## src/rtl/uart_pkg.sv

```systemverilog
// Shared UART definitions used by both the receiver and the transmitter:
// frame geometry, line idle level, FSM state encodings and a parity helper.
package uart_pkg;

    localparam int   UART_DATA_BITS          = 8;
    localparam int   UART_OVERSAMPLE_DEFAULT = 16;
    localparam logic UART_LINE_IDLE          = 1'b1;

    // State encodings kept as plain constants so older code can compare
    // against them directly.
    typedef logic [2:0] uart_state_t;

    localparam uart_state_t ST_IDLE   = 3'd0;
    localparam uart_state_t ST_START  = 3'd1;
    localparam uart_state_t ST_DATA   = 3'd2;
    localparam uart_state_t ST_PARITY = 3'd3;
    localparam uart_state_t ST_STOP   = 3'd4;
    localparam uart_state_t ST_BREAK  = 3'd5;

    // Parity bit a transmitter would send for this byte (odd = 1 inverts).
    function automatic logic uart_parity(input logic [UART_DATA_BITS-1:0] data,
                                         input logic odd);
        return (^data) ^ odd;
    endfunction

endpackage

```

## src/rtl/uart_rx_sync.sv

```systemverilog
// Two-flop synchronizer for the asynchronous serial line. Both flops reset
// to the line idle level so that a reset never looks like a start bit.
module uart_rx_sync
    import uart_pkg::*;
(
    input  logic clk,
    input  logic rst_n,
    input  logic d_in,
    output logic d_sync
);

    logic meta_q;
    logic sync_q;

    // Two-stage resynchronisation of the raw line into the clk domain.
    always_ff @(posedge clk or negedge rst_n) begin
        if (!rst_n) begin
            meta_q <= UART_LINE_IDLE;
            sync_q <= UART_LINE_IDLE;
        end else begin
            meta_q <= d_in;
            sync_q <= meta_q;
        end
    end

    assign d_sync = sync_q;

endmodule

```

## src/rtl/uart_receiver.sv

```systemverilog
// 8N1 UART receiver driven by an oversampling strobe. Each correctly framed
// byte is presented on data_out with a one-cycle data_valid pulse; a low stop
// bit gives a frame_error pulse and the FSM then waits out the break.
// Optional parity checking is compiled in with `define UART_RX_PARITY_EN.
module uart_receiver
    import uart_pkg::*;
#(
    parameter int OVERSAMPLE = UART_OVERSAMPLE_DEFAULT,
    parameter int PARITY_ODD = 0
) (
    input  logic       clk,
    input  logic       rst_n,
    input  logic       rx_in,
    input  logic       sample_tick,
    output logic [7:0] data_out,
    output logic       data_valid,
    output logic       frame_error,
    output logic       parity_error,
    output logic       busy
);

    localparam int TW = $clog2(OVERSAMPLE);
    localparam logic [TW-1:0] TICK_HALF = TW'(OVERSAMPLE / 2 - 1);
    localparam logic [TW-1:0] TICK_LAST = TW'(OVERSAMPLE - 1);
    localparam logic [2:0]    BIT_LAST  = 3'(UART_DATA_BITS - 1);

    logic rx_s;

    uart_rx_sync u_sync (
        .clk    (clk),
        .rst_n  (rst_n),
        .d_in   (rx_in),
        .d_sync (rx_s)
    );

    uart_state_t               state_q,     state_d;
    logic [TW-1:0]             tick_cnt_q,  tick_cnt_d;
    logic [2:0]                bit_cnt_q,   bit_cnt_d;
    logic [UART_DATA_BITS-1:0] shift_q,     shift_d;
    logic [UART_DATA_BITS-1:0] data_out_q,  data_out_d;
    logic                      valid_q,     valid_d;
    logic                      ferr_q,      ferr_d;
    logic                      mid_start;
    logic                      mid_bit;
`ifdef UART_RX_PARITY_EN
    logic                      par_flag_q,  par_flag_d;
    logic                      perr_q,      perr_d;
`endif

    assign mid_start = sample_tick && (tick_cnt_q == TICK_HALF);
    assign mid_bit   = sample_tick && (tick_cnt_q == TICK_LAST);

    // Next-state, counter and datapath logic for the receive FSM.
    always_comb begin
        state_d    = state_q;
        bit_cnt_d  = bit_cnt_q;
        shift_d    = shift_q;
        data_out_d = data_out_q;
        valid_d    = 1'b0;
        ferr_d     = 1'b0;
`ifdef UART_RX_PARITY_EN
        par_flag_d = par_flag_q;
        perr_d     = 1'b0;
`endif
        // Explicit wrap keeps non-power-of-two OVERSAMPLE values correct.
        tick_cnt_d = tick_cnt_q;
        if (sample_tick) begin
            tick_cnt_d = (tick_cnt_q == TICK_LAST) ? '0 : tick_cnt_q + TW'(1);
        end

        case (state_q)
            ST_IDLE: begin
                tick_cnt_d = '0;
                bit_cnt_d  = '0;
`ifdef UART_RX_PARITY_EN
                par_flag_d = 1'b0;
`endif
                if (!rx_s) begin
                    state_d = ST_START;
                end
            end
            ST_START: begin
                if (mid_start) begin
                    state_d = rx_s ? ST_IDLE : ST_DATA;
                end
            end
            ST_DATA: begin
                if (mid_bit) begin
                    shift_d   = {rx_s, shift_q[UART_DATA_BITS-1:1]};
                    bit_cnt_d = bit_cnt_q + 3'd1;
                    if (bit_cnt_q == BIT_LAST) begin
`ifdef UART_RX_PARITY_EN
                        state_d = ST_PARITY;
`else
                        state_d = ST_STOP;
`endif
                    end
                end
            end
`ifdef UART_RX_PARITY_EN
            ST_PARITY: begin
                if (mid_bit) begin
                    if (rx_s != uart_parity(shift_q, PARITY_ODD != 0)) begin
                        par_flag_d = 1'b1;
                    end
                    state_d = ST_STOP;
                end
            end
`endif
            ST_STOP: begin
                if (mid_bit) begin
                    if (rx_s) begin
                        state_d = ST_IDLE;
`ifdef UART_RX_PARITY_EN
                        if (par_flag_q) begin
                            perr_d = 1'b1;
                        end else begin
                            data_out_d = shift_q;
                            valid_d    = 1'b1;
                        end
`else
                        data_out_d = shift_q;
                        valid_d    = 1'b1;
`endif
                    end else begin
                        // A low stop bit outranks any parity complaint.
                        ferr_d  = 1'b1;
                        state_d = ST_BREAK;
                    end
                end
            end
            ST_BREAK: begin
                tick_cnt_d = '0;
                if (rx_s) begin
                    state_d = ST_IDLE;
                end
            end
            default: begin
                state_d = ST_IDLE;
            end
        endcase

        // Every state starts its own bit timing from zero.
        if (state_d != state_q) begin
            tick_cnt_d = '0;
        end
    end

    // State and datapath registers; reset aborts any frame in progress.
    always_ff @(posedge clk or negedge rst_n) begin
        if (!rst_n) begin
            state_q    <= ST_IDLE;
            tick_cnt_q <= '0;
            bit_cnt_q  <= '0;
            shift_q    <= '0;
            data_out_q <= '0;
            valid_q    <= 1'b0;
            ferr_q     <= 1'b0;
`ifdef UART_RX_PARITY_EN
            par_flag_q <= 1'b0;
            perr_q     <= 1'b0;
`endif
        end else begin
            state_q    <= state_d;
            tick_cnt_q <= tick_cnt_d;
            bit_cnt_q  <= bit_cnt_d;
            shift_q    <= shift_d;
            data_out_q <= data_out_d;
            valid_q    <= valid_d;
            ferr_q     <= ferr_d;
`ifdef UART_RX_PARITY_EN
            par_flag_q <= par_flag_d;
            perr_q     <= perr_d;
`endif
        end
    end

    assign data_out    = data_out_q;
    assign data_valid  = valid_q;
    assign frame_error = ferr_q;
    assign busy        = (state_q != ST_IDLE);

`ifdef UART_RX_PARITY_EN
    assign parity_error = perr_q;
`else
    // Parity sense has no effect in this build.
    logic unused_parity_cfg;
    assign unused_parity_cfg = (PARITY_ODD != 0);
    assign parity_error      = 1'b0;
`endif

endmodule
```

## config.mk

```make
export PLATFORM = sky130hd
export DESIGN_NAME = uart_receiver
export DESIGN_NICKNAME = d
export VERILOG_FILES = /design/src/rtl/uart_pkg.sv /design/src/rtl/uart_rx_sync.sv /design/src/rtl/uart_receiver.sv
export SDC_FILE = /design/constraint.sdc
export NUM_CORES = 1
export LEC_CHECK = 0
export ABC_AREA = 1
export CORE_MARGIN = 3
export CORE_UTILIZATION = 55
export CTS_CLUSTER_DIAMETER = 120
export DETAILED_ROUTE_END_ITERATION = 16
export PLACE_DENSITY_LB_ADDON = 0.25
export SETUP_SLACK_MARGIN = 0.15
export SYNTH_ARGS = -nofsm -noshare
export SYNTH_HDL_FRONTEND = slang
export SYNTH_HIERARCHICAL = 1
export SYNTH_SLANG_ARGS = --single-unit
```

## constraint.sdc

```tcl
create_clock -name clk -period 2.4 [get_ports clk]
set_input_delay 0.6 -clock clk [delete_from_list [all_inputs] [get_ports clk]]
set_output_delay 0.6 -clock clk [all_outputs]
set_load 0.02 [all_outputs]
```

; ---- Word-level counts from Yosys, hierarchy flattened
; Cells that the tools add are included.
[op_classes]
n_addsub = 2
n_eq_ne = 9
muxes = 21
reduce_logical = 10
[ops]
columns = operator, n
row1 = two-way mux 3 bit, 8
row2 = two-way mux 4 bit, 4
row3 = one-hot mux 3 bit (5 select lines), 1
row4 = == test 3 bit (second input constant), 3
row5 = two-way mux 1 bit, 6
row6 = one-hot mux 3 bit (2 select lines), 1
row7 = nonzero test 3 bit, 2
row8 = adder 4 x 1 -> 4 bit (second input constant), 1
row9 = == test 4 x 3 -> 1 bit (second input constant), 1
row10 = == test 4 bit (second input constant), 1
row11 = AND reduction 2 bit, 2
row12 = adder 3 x 1 -> 3 bit (second input constant), 1
row13 = == test 3 x 1 -> 1 bit (second input constant), 1
row14 = == test 3 x 2 -> 1 bit (second input constant), 1
row15 = zero test 3 bit, 1
row16 = != test 3 bit, 1
row17 = AND reduction 3 bit, 1
row18 = logical AND 1 bit, 2
row19 = two-way mux 2 bit, 1
row20 = != test 2 bit (second input constant), 1
row21 = nonzero test 2 bit, 1
row22 = OR reduction 2 bit, 1
[word_totals]
regBits = 30
inputBits = 4
output_inout_bits = 12
elab_cells = 51

; ---- Logic depth before layout (Yosys ltp)
; Gate-level depths: netlist of run 1.
[depth]
word_depth = 6
mapped_depth = 10
mapped_depth_nobuf = 10

; ---- Cells and area by module
; Netlist of run 1, hierarchy kept.
[by_module_without_submodules]
columns = module, instances, cells_per_inst, area_per_inst_um2
row1 = uart_receiver, 1, 151, 1346.3
row2 = uart_rx_sync, 1, 2, 52.6

; ---- Least setup slack after synthesis of run 1
; Ideal clock, no wire load.
[synth_path]
kind = input port to flip-flop
start = input port sample_tick
end = register data_out_q[6], in the netlist data_out[6]
setup_ns = 0.118
t_arrival_ns = 1.276
path_slack_ns = 1.006
cell_stages = 6
path_buffers = 1
cell_sequence = nand2_1 > nor2_4 > nand3_2 > buf_6 > nand2_1 > o21ai_2
[synth_between]
elab_chain_len = 2
[synth_rtl]
columns = item, line
row1 = start: declaration, uart_receiver.sv:14  ; input logic sample_tick,
row2 = logical AND 1 bit, uart_receiver.sv:51  ; assign mid_bit = sample_tick && (tick_cnt_q == TICK_LAST);
row3 = AND reduction 3 bit (no line), --
row4 = end signal: assignment, uart_receiver.sv:168  ; data_out_q <= data_out_d;
row5 = end: declaration, uart_receiver.sv:40  ; logic [UART_DATA_BITS-1:0] data_out_q, data_out_d;
; No other way between the ends.
; A chain may end at the register's enable or synchronous reset.

; ---- Worst setup path in the final report of run 1
[layout_path]
start = register data_out_q[1], in the netlist data_out[1]
end = output port data_out[1]
[layout_lines]
columns = item, line
row1 = end: declaration, uart_receiver.sv:15  ; output logic [7:0] data_out,
; No word-level cell between the ends.

==> results of run 1 <==
==> placed cells by master (no fill, tap or decap), types with 2 or more instances in the layout <==
cell             count
dfrtp_1             27
inv_1               20
nand2_1             37
nand4_1              2
o21ai_2              8
nor2_1              12
clkdlybuf4s50_1     13
a21oi_1              2
ha_1                 3
dfstp_2              2
o21ai_0              9
nand3_2              3
nand2_2              2
nor3_1               3
clkbuf_4             5
nand3_1              8
inv_2                2
==> stage by stage <==
step / util [%] / instance area [sq um] / worst slack [ps] / cells / total power [W]
floorplan: - / 1400 / 1010 / 153 / 0.000755
global placement: 66.9 / 1550 / 219 / 193 / 0.000821
detailed placement: 66.9 / 1550 / 169 / 193 / 0.000835
CTS: 69.7 / 1620 / 175 / 201 / 0.00115
global route: 69.8 / 1620 / 399 / 201 / 0.00122
finish: 69.8 / 1620 / 501 / 201 / 0.00115
==> how the worst max path moves through the flow <==
stage	end	slack, ps	depth (start not counted)
after floorplan	data_out[6]$_DFFE_PN0P_	1010	6
after global placement	data_out[3]$_DFFE_PN0P_	220	6
after detailed placement	data_out[4]$_DFFE_PN0P_	170	6
after CTS	busy	180	3
after global routing	busy	400	3
final	data_out[1]	500	1
==> cell usage after synthesis (all sizes together) <==
cell type,number
conb,1
nor2,14
nand4,2
o22ai,1
o211ai,1
o21ai,18
nor3,4
ha,3
inv,22
a31oi,1
buf,3
nand3,11
a21oi,2
nand2,39
or3,1
dfstp,2
dfrtp,28
==> power by group <==
group | switching (W) | leakage [nW] | internal [W]
Sequential | 0.0000334 | 0.361 | 0.000541
Clock | 0.000178 | 0.0343 | 0.000141
Combinational | 0.000165 | 0.424 | 0.0000881
Total | 0.000377 | 0.820 | 0.000770
==> layout make-up <==
| cell class | count | area (sq um) | area share [%] |
|---|---|---|---|
| clock buffer | 6 | 51.3 | 3.17 |
| clock inverter | 2 | 12.5 | 0.773 |
| inverter | 22 | 82.6 | 5.10 |
| multi-input combinational | 98 | 533 | 32.9 |
| sequential | 30 | 754 | 46.6 |
| tap | 28 | 35.0 | 2.16 |
| timing repair buffer | 15 | 150 | 9.27 |
==> timing repair <==
| action | CTS | global route |
|---|---|---|
| endpoints found under the hold margin | 0 | 0 |
| resized for setup | 1 | 1 |
| buffers inserted | 0 | 0 |
| cloned | 0 | 0 |
| setup endpoints to repair | 1 | 1 |
==> state kept, by name (all words and copies together) (netlist names), 3 cells and up <==
register and flops:
state_q 3, bit_cnt_q 3, data_out 8, shift_q 8, tick_cnt_q 4
==> per-layer routing <==
metal  GRT usage [%]  part of all wire, %  wire length [microns]  vias to the layer above
met5               0                    0                      0                        -
met4            10.2                  2.3                     57                        0
met3            5.29                  5.7                    142                        7
met2            29.4                   49                   1230                       30
met1            21.9                   43                   1070                      490
li1                -                    -                      -                      522
==> cells by family (layout without fill, tap and decap cells) <==
kind of cell,Yosys count,after routing,share of synthesized area [%]
simple gates,71,71,24.4
flops,30,30,53.8
buf+inv,25,45,8.05
compound gates,23,23,10.7
fa+ha+maj,3,3,2.68
other cells,1,1,0.268
==> reports/qor.yml, run 1 <==
setup_path:
  path_cells: "clkdlybuf4s50_1"
  timing_worst_setup_path_type: "reg2out"
  cp_max_fo: 2
  worst-path-buf-inv: 1
  cp.arrival_ps: 1300
  r2r_start: "tick_cnt_q[0]$_DFFE_PN0P_"
  cp-start-kind: "flop"
  crit_required_ps: 1800
  regToRegEndpoint: "data_out[4]$_DFFE_PN0P_"
  cp_slowest_stage_delay_ps: 610
  reg2regPathDepth: 6
  cp_top_family: "buffers and inverters"
  ff2ff_setup_slack_ps: 780
  crit_start: "data_out[1]$_DFFE_PN0P_"
  crit_path_end_kind: "primary output"
  crit_slowest_cell: "clkdlybuf4s50_1"
timing:
  hold_slack_ps: 368
  skew_ps: 11.5
  drv_slew: 0
  finalSetupTns_ps: 0
  fin_crit_sh_pct: 79.1
  hold_violations: 0
  fmaxAchievable_ghz: 0.526
  setup_viol: 0
  rsz0062_at_grt: "false"
  fin_crit_ps: 1900
finish:
  fin_nets: 179
  drive_gt1_share_pct: 17.3
  antenna_cells: 0
  area_growth_pct: 15.7
  fillers: 185
floorplan:
  fp.dieArea_sq_mm: 0.00318
  die_h_microns: 56.4
  fp-row-count: 17
  io_pins: 16
  coreArea_sq_mm: 0.00232
  die_w_microns: 56.4
  initial_core_util_pct: 60.3
detailed_routing:
  drtIter0Drc: 30
  num_vias: 1049
  wl_per_cell_microns: 12.4
  drtAntennaViolNets: 0
  first_pass_iters: 4
  drc: 0
  drt_wl_total_mm: 2.50
  vias_per_cell: 5.22
min_path:
  hp-start: "u_sync/meta_q$_DFF_PN1_"
  holdPathEnd: "u_sync/d_sync$_DFF_PN1_"
  hp-class: "reg2reg"
  min_path_cells: 0
synthesis:
  postSynthAreaPerCell_sq_um: 9.14
  ys_warn_count: 6
  synth_top_area_share_pct: 50.1
  synthesis.area_sq_mm: 0.00140
  synth-seq-cells: 30
  synth.area.top_cells: "dfrtp_1 (50%), nand2_1 (9.9%), inv_1 (5.4%), o21ai_2 (5.0%), dfstp_2 (3.8%)"
  ys_types: 26
  netlist_instances: 153
  seq_area_frac_synth_pct: 53.8
  yosys.area.top_type: "dfrtp_1"
  synth_nets: 160
place:
  gp_congestion: 0.873
  portBuffers: 14
  hpwl_mm: 1.77
global_route:
  grt_pass1_vias: 1055
  grt_start_max_net_pins: 31
  antenna_found_initial: 0
  track_usage_pct: 18.3
  overflow: 0
  grt_pass1_wl_mm: 4.52
cts:
  postCtsHoldBufs: 0
  clk_latency_ps: 330
  cts_buffer_depth: 2
  cts-buffers-inserted: 5
  htreeDepth: 2
  path_clk_slew_ps: 100
  cts-root-buf: "clkbuf_4"
  cts_tree: "built"
  numClockSinks: 30
power:
  ir_worst_vdd_uv: 635
  p_per_area_mw_per_mm2: 708
  leakage_nw: 0.820
run_status:
  status: "finished clean"
flow_run:
  drv_cap: 0
(Power assumes the default switching activity.)
==> inputs of run 2 (changes only) <==
--- a/config.mk
+++ b/config.mk
@@ -7,7 +7,7 @@
 export LEC_CHECK = 0
 export ABC_AREA = 1
 export CORE_MARGIN = 3
-export CORE_UTILIZATION = 55
+export CORE_UTILIZATION = 54
 export CTS_CLUSTER_DIAMETER = 120
 export DETAILED_ROUTE_END_ITERATION = 16
 export PLACE_DENSITY_LB_ADDON = 0.25
==> constraint.sdc (replaced) <==
create_clock -name clk -period 1.8 [get_ports clk]
set_input_delay 0.45 -clock clk [delete_from_list [all_inputs] [get_ports clk]]
set_output_delay 0.45 -clock clk [all_outputs]
set_load 0.02 [all_outputs]
==> reports/qor.yml, run 2 (synthesis gave the netlist of run 1 again) <==
run_status:
  status: "finished clean"
cts:
  cts_tree: "built"
  clk_latency_ps: 340  # about the same
  cts_setup_buffers: 0  # unchanged
  cts_buffer_depth: 2  # unchanged
  cts-buffers-inserted: 5  # unchanged
  htreeDepth: 2  # unchanged
  path_clk_slew_ps: 100  # about the same
  numClockSinks: 30  # unchanged
  cts-root-buf: "clkbuf_4"
global_route:
  overflow: 0  # unchanged
  track_usage_pct: 19.6  # +1.3 points
  grt_start_max_net_pins: 31  # unchanged
  grt_pass1_wl_mm: 4.80  # +6.3%
  antenna_found_initial: 0  # unchanged
  grt_pass1_vias: 1098  # +4.1%
place:
  post_dp_cell_area_sq_mm: 0.00167  # +7.4%
  dpl_worst_slack_ps: -119  # -289 ps
  hpwl_mm: 2.05  # +16%
  dp_cells: 205  # +6.2%
  gp_congestion: 0.925  # +5.9%
  portBuffers: 14  # unchanged
detailed_routing:
  drtAntennaViolNets: 0  # unchanged
  wl_per_cell_microns: 12.6  # +1.5%
  first_pass_iters: 5  # +1
  drt_wl_total_mm: 2.69  # +7.6%
  num_vias: 1094  # +4.3%
  drc: 0  # unchanged
  drtIter0Drc: 51  # +70%
  vias_per_cell: 5.14  # -1.6%
finish:
  final_common_cell: "nand2_1"
  fin_nets: 191  # +6.7%
  area_growth_pct: 23.0
  layout_common_cells: "nand2_1 (36), dfrtp_1 (28), inv_1 (20)"
  fin_area_sq_mm: 0.00172  # +6.3%
  final_cells: 213  # +6.0%
  antenna_cells: 0  # unchanged
  drive_gt1_share_pct: 24.3  # +7.0 points
power:
  ir_worst_vdd_uv: 752  # +19%
  leakage_nw: 0.933  # +14%
  p_int_w: 0.00106  # +38%
  power_frac_clock_pct: 27.1  # -0.7 points
  seq_power_share_pct: 48.0  # -2.1 points
  netSwitchingPower_w: 0.000513  # +36%
  power.total_w: 0.00158  # +38%
  p_comb_share_pct: 24.9  # +2.8 points
  p_per_area_mw_per_mm2: 917  # +29%
  swShare_pct: 32.5  # -0.34 points
timing:
  skew_ps: 8.22  # -3.25 ps
  worst_slack_ps: 242  # -259 ps
  fin_crit_ps: 1560
  hold_slack_ps: 371  # +2.76 ps
  setup_viol: 0  # unchanged
  fin_crit_sh_pct: 86.6
  drv_slew: 0  # unchanged
  rsz0062_at_grt: "false"
  hold_violations: 0  # unchanged
  fmaxAchievable_ghz: 0.642
setup_path:
  cp_max_fo: 6  # +4
  timing_worst_setup_path_type: "in2reg"
  cp-start-kind: "input port"
  cp.arrival_ps: 1790  # +490 ps
  crit_path_end_kind: "flop"
  reg2regPathDepth: 10  # +4
  ff2ff_setup_slack_ps: 270  # -510 ps
  crit_required_ps: 2030  # +230 ps
floorplan:
  initial_core_util_pct: 59.8  # -0.55 points
  coreArea_sq_mm: 0.00234  # +0.92%
  fp-row-count: 17  # unchanged
  fp.dieArea_sq_mm: 0.00324  # +1.7%
  die_h_microns: 56.9  # +0.82%
  io_pins: 16  # unchanged
  die_w_microns: 56.9  # +0.82%
flow_run:
  drv_cap: 0  # unchanged
min_path:
  min_path_cells: 0  # unchanged
  hp-class: "reg2reg"
## run 2: through the flow
step | util (%) | TNS [ps]
6_report | 73.5 | 0
5_1_grt | 73.5 | 0
4_1_cts | 73.4 | 0
3_5_place_dp | 71.2 | -639
3_3_place_gp | 71.2 | -241
2_1_floorplan | - | 0
## run 2: cell type report
type / count / area [sq um]
Tap cell: 28 / 35.0
Inverter: 22 / 82.6
Clock inverter: 2 / 12.5
Sequential cell: 30 / 753
Clock buffer: 6 / 51.3
Fill cell: 188 / 619
Timing Repair Buffer: 27 / 245
Multi-Input combinational cell: 98 / 541
## run 2: timing repair
action | 4_1_cts | 5_1_grt
resized for setup | 11 | 5
endpoints found under the setup margin | 11 | 5
hold buffers | 0 | 0
cloned | 0 | 0
## run 2: power groups by stage
stage / sequential (W) / combinational [W] / clock, W
after floorplan: 0.000766 / 0.000241 / 0
final: 0.000757 / 0.000393 / 0.000428
after global routing: 0.000762 / 0.000442 / 0.000483
after detailed placement: 0.000767 / 0.000398 / 0
after CTS: 0.000754 / 0.000393 / 0.000448
after global placement: 0.000764 / 0.000384 / 0
## run 2: worst paths after layout
path	from	to
max	sample_tick	tick_cnt_q[1]$_DFFE_PN0P_
min	u_sync/meta_q$_DFF_PN1_	u_sync/d_sync$_DFF_PN1_
max reg2reg	tick_cnt_q[0]$_DFFE_PN0P_	tick_cnt_q[1]$_DFFE_PN0P_
min reg2reg	u_sync/meta_q$_DFF_PN1_	u_sync/d_sync$_DFF_PN1_
max in group asynchronous	rst_n	u_sync/d_sync$_DFF_PN1_
min in group asynchronous	rst_n	data_out[7]$_DFFE_PN0P_
## run 2: worst max-delay path, cell delays in order
cell	delay, ps
clkdlybuf4s50_1	510
nand2_1	100
nor2_4	190
nand2_1	70
nand2_1	80
nand2_1	50
a21oi_1	140
nor2_1	80
nand2_2	80
nor2_1	50
## run 2: per-layer routing
metal  vias to the layer above  track usage, %  share of wire, %
met5                         -               0                 0
met4                         0            7.95               1.6
met3                         5            6.21               6.6
met2                        34            32.3                50
met1                       505            23.4                41
li1                        550               -                 -
